File: src/rtl/fpu_wb_queue.sv
// fpu_wb_queue
//   FIFO of completed FPU results sitting between the FPU output register and
//   the writeback arbiter. Holds up to DEPTH entries, hands them to writeback
//   in order over a valid/ready handshake, and produces the per-result
//   fcsr.fflags write strobe plus a pending flag that CSR reads of fflags use.
//
// Ports
//   clk, rst_n          clock (rising edge), asynchronous active-low reset
//   flush_i             synchronous flush; empties the queue
//   fpu_reg_we_i        FPU result present
//   fpu_reg_waddr_i     result destination register
//   fpu_reg_wdata_i     result data
//   fpu_commit_id_i     result commit id
//   fpu_fcsr_we_i       result carries non-zero exception flags
//   fpu_fcsr_fflags_i   exception flags {NV,DZ,OF,UF,NX}
//   fpu_wb_ready_o      queue can accept a result (not full)
//   wb_valid_o          head entry valid
//   wb_waddr_o          head destination register
//   wb_wdata_o          head data
//   wb_commit_id_o      head commit id
//   wb_ready_i          writeback accepts the head entry
//   fcsr_we_o           one-cycle fflags write strobe, cycle after a pop
//   fcsr_fflags_o       flags to OR into fcsr.fflags
//   fflags_pending_o    a queued or in-flight result still has to write fflags
//   count_o             occupancy
module fpu_wb_queue #(
    parameter int unsigned DEPTH  = 2,
    parameter int unsigned DATA_W = 32,
    parameter int unsigned ADDR_W = 5,
    parameter int unsigned CID_W  = 4
) (
    input  logic                     clk,
    input  logic                     rst_n,
    input  logic                     flush_i,
    input  logic                     fpu_reg_we_i,
    input  logic [ADDR_W-1:0]        fpu_reg_waddr_i,
    input  logic [DATA_W-1:0]        fpu_reg_wdata_i,
    input  logic [CID_W-1:0]         fpu_commit_id_i,
    input  logic                     fpu_fcsr_we_i,
    input  logic [4:0]               fpu_fcsr_fflags_i,
    output logic                     fpu_wb_ready_o,
    output logic                     wb_valid_o,
    output logic [ADDR_W-1:0]        wb_waddr_o,
    output logic [DATA_W-1:0]        wb_wdata_o,
    output logic [CID_W-1:0]         wb_commit_id_o,
    input  logic                     wb_ready_i,
    output logic                     fcsr_we_o,
    output logic [4:0]               fcsr_fflags_o,
    output logic                     fflags_pending_o,
    output logic [$clog2(DEPTH):0]   count_o
);

    localparam int unsigned PW = $clog2(DEPTH);
    localparam int unsigned CW = PW + 1;

    typedef struct packed {
        logic [ADDR_W-1:0] waddr;
        logic [DATA_W-1:0] wdata;
        logic [CID_W-1:0]  cid;
        logic              fcsr_we;
        logic [4:0]        fflags;
    } entry_t;

    entry_t          mem [DEPTH];
    entry_t          head;
    logic [PW-1:0]   rd_ptr;
    logic [PW-1:0]   wr_ptr;
    logic [CW-1:0]   count;
    logic            push;
    logic            pop;
    logic            queued_pending;

    // Ready depends on occupancy only: a full queue never accepts, even when
    // writeback is popping in the same cycle.
    assign fpu_wb_ready_o = (count < CW'(DEPTH));
    assign wb_valid_o     = (count != '0);
    assign push           = fpu_reg_we_i & fpu_wb_ready_o;
    assign pop            = wb_valid_o & wb_ready_i;

    assign head           = mem[rd_ptr];
    assign wb_waddr_o     = head.waddr;
    assign wb_wdata_o     = head.wdata;
    assign wb_commit_id_o = head.cid;
    assign count_o        = count;

    // Scan the occupied slots, starting from the head, for a pending flag write.
    always_comb begin
        queued_pending = 1'b0;
        for (int unsigned i = 0; i < DEPTH; i++) begin
            if ((CW'(i) < count) && mem[rd_ptr + PW'(i)].fcsr_we) begin
                queued_pending = 1'b1;
            end
        end
    end

    // The strobe in flight keeps pending high until the fflags write lands.
    assign fflags_pending_o = queued_pending | fcsr_we_o;

    always_ff @(posedge clk or negedge rst_n) begin
        if (!rst_n) begin
            rd_ptr        <= '0;
            wr_ptr        <= '0;
            count         <= '0;
            fcsr_we_o     <= 1'b0;
            fcsr_fflags_o <= '0;
            for (int unsigned i = 0; i < DEPTH; i++) begin
                mem[i] <= '0;
            end
        end else if (flush_i) begin
            rd_ptr    <= '0;
            wr_ptr    <= '0;
            count     <= '0;
            fcsr_we_o <= 1'b0;
        end else begin
            if (push) begin
                mem[wr_ptr] <= '{waddr:   fpu_reg_waddr_i,
                                 wdata:   fpu_reg_wdata_i,
                                 cid:     fpu_commit_id_i,
                                 fcsr_we: fpu_fcsr_we_i,
                                 fflags:  fpu_fcsr_fflags_i};
                wr_ptr      <= wr_ptr + PW'(1);
            end
            if (pop) begin
                rd_ptr <= rd_ptr + PW'(1);
            end
            case ({push, pop})
                2'b10:   count <= count + CW'(1);
                2'b01:   count <= count - CW'(1);
                default: count <= count;
            endcase
            // Flags of an entry without fcsr_we are ignored, so the flag
            // output only moves when a real flag write is issued.
            fcsr_we_o <= pop & head.fcsr_we;
            if (pop && head.fcsr_we) begin
                fcsr_fflags_o <= head.fflags;
            end
        end
    end

endmodule

File: config.mk
export PLATFORM = sky130hd
export DESIGN_NAME = fpu_wb_queue
export DESIGN_NICKNAME = d
export VERILOG_FILES = /design/src/rtl/fpu_wb_queue.sv
export SDC_FILE = /design/constraint.sdc
export NUM_CORES = 1
export LEC_CHECK = 0
export CAP_MARGIN = 20
export CELL_PAD_IN_SITES_DETAIL_PLACEMENT = 2
export CELL_PAD_IN_SITES_GLOBAL_PLACEMENT = 2
export CORE_MARGIN = 2
export CORE_UTILIZATION = 38
export CTS_CLUSTER_SIZE = 12
export DETAILED_ROUTE_END_ITERATION = 10
export PLACE_DENSITY = 0.89
export SLEW_MARGIN = 30
export SYNTH_ARGS = -nofsm -noshare
export SYNTH_HDL_FRONTEND = slang
export SYNTH_SLANG_ARGS = --single-unit
export TNS_END_PERCENT = 20
File: constraint.sdc
create_clock -name clk -period 2.9 [get_ports clk]
set_input_delay 0.435 -clock clk [delete_from_list [all_inputs] [get_ports clk]]
set_output_delay 0.435 -clock clk [all_outputs]
set_load 0.005 [all_outputs]
==> flow_metrics.py, run 1 <==
metrics = {
    "timing": {
        "finalCritPeriodShare_pct": 95.25,
        "rsz0062_at_grt": "false",
        "final-setup-viol-count": 0,
        "finalCriticalPeriod_ns": 2.762,
        "hold_viol_final": 0,
        "clock.fmax_ghz": 0.3620,
        "max-slew-margin-rel_pct": 53.12,
        "tightest_slew_ns": 0.7032,
        "finalClockSkew_ns": 0.006926,
        "finalSetupTns_ns": 0,
        "drv_slew": 0,
    },
    "drt": {
        "viasPerCell": 4.811,
        "drc_errors": 0,
        "vias": 2747,
        "routedWlPerCell_um": 19.96,
        "drt_pre_antenna_iters": 3,
        "drt.antenna.violating_nets": 0,
        "drt-total-wl_um": 11400,
        "drtIter0Drc": 107,
    },
    "floorplanning": {
        "die_area_sq_um": 14080,
        "rows": 41,
        "die_y_um": 118.7,
        "coreArea_sq_um": 12720,
        "initial_utilization_pct": 39.28,
        "die_w_um": 118.7,
        "io_pins": 104,
    },
    "hold_path": {
        "hold_class": "in -> async",
    },
    "worst_setup_path": {
        "startpoint": "rd_ptr",
        "start_kind": "register",
        "cp-end-kind": "primary output",
        "rrSetupSlack_ns": 0.72,
        "timing.rr.end": "fcsr_fflags_o[2]",
        "r2r-start": "count_o[1]",
        "rr_worst_depth": 5,
        "cp_data_required_time_ns": 2.47,
        "path_class": "reg -> out",
        "cp.arrival_ns": 2.33,
        "worstPathMaxFanout": 28,
    },
    "clocking": {
        "clock_latency_ns": 0.34,
        "ctsHoldBuffers": 0,
        "clock_path_buffers": 2,
        "numCtsBuffers": 9,
        "clk_pin_slew_ns": 0.06,
        "cts_tree": "yes",
        "cts_root_buffer": "clkbuf_16",
        "cts.sinks": 104,
        "cts-resized-gates": 0,
        "post_cts_buffers": 0,
        "htree_levels": 3,
    },
    "power": {
        "intPower_w": 0.004925,
        "ir_worst_vdd_mv": 0.4637,
        "power.switching_w": 0.001887,
        "leakagePower_nw": 2.589,
        "clkPwrFrac_pct": 17.5,
        "power.share.sequential_pct": 38.7,
        "swShare_pct": 27.71,
        "power_density_nw_per_um2": 1098,
        "pwr-share-comb_pct": 43.7,
    },
    "yosys": {
        "synth.avg_cell_area_sq_um": 15.14,
        "synth_fp_nets": 384,
        "synth.distinct_cells": 21,
        "netlist_instances": 330,
        "yosysWarnings": 0,
        "ys_seq_area_share_pct": 52.08,
        "ys_ff_latch": 104,
        "syn_area_sq_um": 4997,
    },
    "cells_and_area": {
        "areaGrowthSynthToFinish_pct": 24.11,
        "final_common_cell": "mux2_2",
        "fin_nets": 449,
        "drive_above_1_share_pct": 43.11,
        "antennaDiodeCount": 0,
        "layout_common_cells": "mux2_2 (115), dfrtp_1 (103), clkdlybuf4s50_1 (102), mux2_4 (30), clkbuf_16 (9)",
        "instances_no_fill": 571,
    },
    "global_routing": {
        "grt_start_max_net_pins": 57,
        "grt_pass1_vias": 3286,
        "antenna_found_initial": 0,
        "grt-ovfl-total": 0,
        "grtUsageTotal_pct": 17.50,
        "grt_pass1_wl_um": 18860,
    },
    "placement": {
        "dp.cells": 556,
        "dp_hpwl_um": 8041,
        "port_buffers": 103,
        "finalWeightedCongestion": 0.6857,
    },
    "status": {
        "outcome": "complete, no violations",
    },
    "run": {
        "drv_cap": 0,
    },
}
-- area by class of cell --
class	instances	area [sq um]
Timing Repair Buffer	111	1126
Multi-Input combinational cell	165	1953
Clock inverter	3	42.54
Clock buffer	12	246.5
Inverter	4	15.01
Tap cell	172	215.2
Fill cell	1213	6520
Sequential cell	104	2604
-- metal layers --
metal | vias up | share of wire [%] | global-route usage [%]
met1 | 1437 | 43 | 21.68
li1 | 1234 | - | -
met3 | 10 | 4.0 | 4.875
met5 | - | 0 | 0
met4 | 0 | 0.88 | 4.018
met2 | 66 | 52 | 30.24
-- critical path, stage by stage (launching register included) --
cell             delay, ns
dfrtp_2               0.83
buf_4                 0.30
mux2_2                0.38
clkdlybuf4s50_1       0.48
-- synthesized netlist by cell type (all sizes together) --
library cell	number	area share (%)
a221oi	1	0.18
nor2	3	0.23
nor2b	2	0.40
dfrtp	104	52
and2b	1	0.15
buf	57	8.7
and3b	1	0.18
mux2	145	35
xnor2	2	0.35
nor3b	2	0.63
ha	2	0.50
a21o	1	0.15
mux2i	2	0.40
a221o	2	0.40
xnor3	1	0.45
inv	4	0.30
-- stage by stage --
stage | worst slack [ns] | util, % | hold slack [ns] | power (W) | cell area (sq um)
floorplan | 1.128 | - | 0.1394 | 0.004692 | 4997
global placement | 0.5305 | 46.48 | 0.4836 | 0.005467 | 5913
detailed placement | 0.4507 | 46.48 | 0.4930 | 0.005698 | 5913
CTS | 0.05614 | 48.75 | 0.1349 | 0.006962 | 6202
global route | 0.01707 | 48.75 | 0.1543 | 0.007264 | 6202
finish | 0.1378 | 48.75 | 0.1223 | 0.006812 | 6202
-- registers in the layout (all words and copies together) (netlist names) --
register and count:
fcsr_fflags_o 5, fcsr_we_o 1, count_o 2, mem 94, wr_ptr 1, rd_ptr 1
-- cells by family after synthesis --
family	synth area share, %
AND/OR/NAND/NOR	1.577
buffers and inverters	8.988
XOR/XNOR	0.8012
flip-flops	52.08
multiplexers	35.33
AO/OA/AOI/OAI	0.7262
adder cells (fa/ha/maj)	0.5007
-- worst max path at each step --
| stage | to | slack, ns | cells after the start |
|---|---|---|---|
| floorplan | fcsr_fflags_o[0] | 1.13 | 5 |
| global placement | wb_wdata_o[31] | 0.53 | 3 |
| detailed placement | wb_wdata_o[17] | 0.45 | 3 |
| CTS | wb_wdata_o[17] | 0.06 | 3 |
| global route | fflags_pending_o | 0.02 | 6 |
| finish | wb_wdata_o[17] | 0.14 | 3 |
-- power by group through the flow --
stage,logic (W),clock network (W),registers [W]
floorplan,0.00225,0,0.00245
global placement,0.00287,0,0.00259
detailed placement,0.00302,0,0.00268
CTS,0.00305,0.00125,0.00266
global route,0.00321,0.00130,0.00276
finish,0.00298,0.00120,0.00264
(Power assumes the default switching activity.)
==> inputs of run 2 (changes only) <==
Settings changed: CORE_UTILIZATION 38 to 36, PLACE_DENSITY 0.89 to 0.86, SETUP_SLACK_MARGIN set to 0.05.
Clock period 2.9 ns to 2.98 ns, I/O delays scaled along.
==> run 2 against run 1 <==
Final area fell by 0.14%. First-iteration DRC count fell by 10%. Utilization fell by 3.6 points. Sequential power fell by 3%. Critical path depth did not move. Die area rose by 5.4%. Non-clock buffer count did not move. Largest cell class unchanged. Count of clock-buffer cells in the layout fell by 3. Via count fell by 0.95%. Clock power barely moved. Power fell by 3.3%. Highest routed layer unchanged. Critical path type unchanged.
==> flow_metrics.py, run 2 (synthesized netlist as in run 1, its figures left out) <==
metrics = {
    "worst_setup_path": {
        "timing.rr.end": "fcsr_fflags_o[4]",
        "cp-end-kind": "primary output",
        "cp.arrival_ns": 2.31,
        "path_class": "reg -> out",
        "r2r-start": "count_o[1]",
        "rr_worst_depth": 5,
        "worstPathMaxFanout": 27,
        "rrSetupSlack_ns": 0.92,
        "cp_data_required_time_ns": 2.53,
        "start_kind": "register",
    },
    "global_routing": {
        "grt_start_max_net_pins": 58,
        "grt_pass1_wl_um": 17730,
        "antenna_found_initial": 0,
        "grtUsageTotal_pct": 15.78,
        "grt_pass1_vias": 3255,
        "grt-ovfl-total": 0,
    },
    "clocking": {
        "post_cts_buffers": 0,
        "cts_tree": "yes",
        "htree_levels": 3,
        "cts.sinks": 104,
        "clock_latency_ns": 0.34,
        "cts_root_buffer": "clkbuf_16",
        "clk_pin_slew_ns": 0.07,
        "numCtsBuffers": 9,
        "clock_path_buffers": 2,
        "ctsHoldBuffers": 0,
        "cts-resized-gates": 0,
    },
    "timing": {
        "finalSetupTns_ns": 0,
        "worst_slack_ns": 0.2190,
        "finalCritPeriodShare_pct": 92.65,
        "tightest_slew_ns": 0.7097,
        "drv_slew": 0,
        "rsz0062_at_grt": "false",
        "hold_viol_final": 0,
        "finalCriticalPeriod_ns": 2.761,
        "clock.fmax_ghz": 0.3622,
        "finalClockSkew_ns": 0.004020,
        "final-setup-viol-count": 0,
        "max-slew-margin-rel_pct": 52.69,
    },
    "floorplanning": {
        "io_pins": 104,
        "die_w_um": 121.8,
        "coreArea_sq_um": 13720,
        "die_y_um": 121.8,
        "rows": 43,
        "die_area_sq_um": 14840,
        "initial_utilization_pct": 36.42,
    },
    "cells_and_area": {
        "drive_above_1_share_pct": 43.75,
        "layout_common_cells": "mux2_2 (115), dfrtp_1 (103), clkdlybuf4s50_1 (102), mux2_4 (30), clkbuf_16 (9)",
        "final_common_cell": "mux2_2",
        "top_register": "mem",
        "largest_reg_flops": 94,
        "final_core_util_pct": 45.14,
        "fin_nets": 449,
        "areaGrowthSynthToFinish_pct": 23.94,
        "antennaDiodeCount": 0,
        "instances_no_fill": 580,
    },
    "drt": {
        "routedWlPerCell_um": 18.81,
        "vias": 2721,
        "drtIter0Drc": 96,
        "viasPerCell": 4.691,
        "drc_errors": 0,
        "drt_pre_antenna_iters": 2,
        "drt.antenna.violating_nets": 0,
        "drt-total-wl_um": 10910,
    },
    "placement": {
        "finalWeightedCongestion": 0.6589,
        "dp_hpwl_um": 7511,
        "port_buffers": 103,
        "preCtsSetupSlack_ns": 0.5765,
        "dp.cells": 564,
    },
    "power": {
        "p_total_w": 0.006585,
        "ir_worst_vdd_mv": 0.4404,
        "power_density_nw_per_um2": 1063,
        "leakagePower_nw": 2.590,
    },
    "hold_path": {
        "hold_class": "in -> async",
    },
    "status": {
        "outcome": "complete, no violations",
    },
    "run": {
        "drv_cap": 0,
    },
}
[run 2: cell count changes in the layout (fill, tap and decap cells not counted), sizes merged]
cell,before,now
clkbuf,12,9
clkinv,1,3
inv,4,6
[run 2: layer usage]
metal | part of all wire [%] | up-vias | global-route usage [%]
met2 | 55 | 55 | 28.18
met5 | 0 | - | 0
met1 | 41 | 1427 | 19.08
li1 | - | 1231 | -
met4 | 1.0 | 0 | 3.664
met3 | 3.8 | 8 | 4.026
[run 2: final cells by class]
class,count,area [sq um]
repair buffers,111,1101
well taps,180,225.2
flip-flops and latches,104,2604
inverters,4,15.01
multi-input cells,165,1953
clock inverters,7,70.07
fillers,1326,7526
clock buffers,9,225.2
[run 2: worst max-delay path by stage]
stage,slack (ns),from,end,cells past startpoint
2_1_floorplan,1.21,count_o[1],fcsr_fflags_o[0],5
3_3_place_gp,0.59,rd_ptr,wb_commit_id_o[1],3
3_5_place_dp,0.58,rd_ptr,wb_wdata_o[2],3
4_1_cts,0.17,rd_ptr,wb_wdata_o[5],3
5_1_grt,0.10,rd_ptr,wb_wdata_o[2],3
6_report,0.22,rd_ptr,wb_wdata_o[2],3
[run 2: critical path: stages (launching register included)]
cell and delay, ns:
dfrtp_2 0.82, buf_4 0.32, mux2_2 0.36, clkdlybuf4s50_1 0.44
[run 2: report_power, final]
part           total [W]  switching, W  internal [W]
combinational    0.00285      0.000854       0.00200
clock            0.00118      0.000523      0.000653
sequential       0.00256      0.000445       0.00211
total            0.00658       0.00182       0.00476
[run 2: through the flow]
stage	area (sq um)	hold slack, ns
finish	6193	0.1170
global route	6193	0.1442
CTS	6193	0.1264
detailed placement	5898	0.4912
global placement	5898	0.4839
floorplan	4997	0.1514
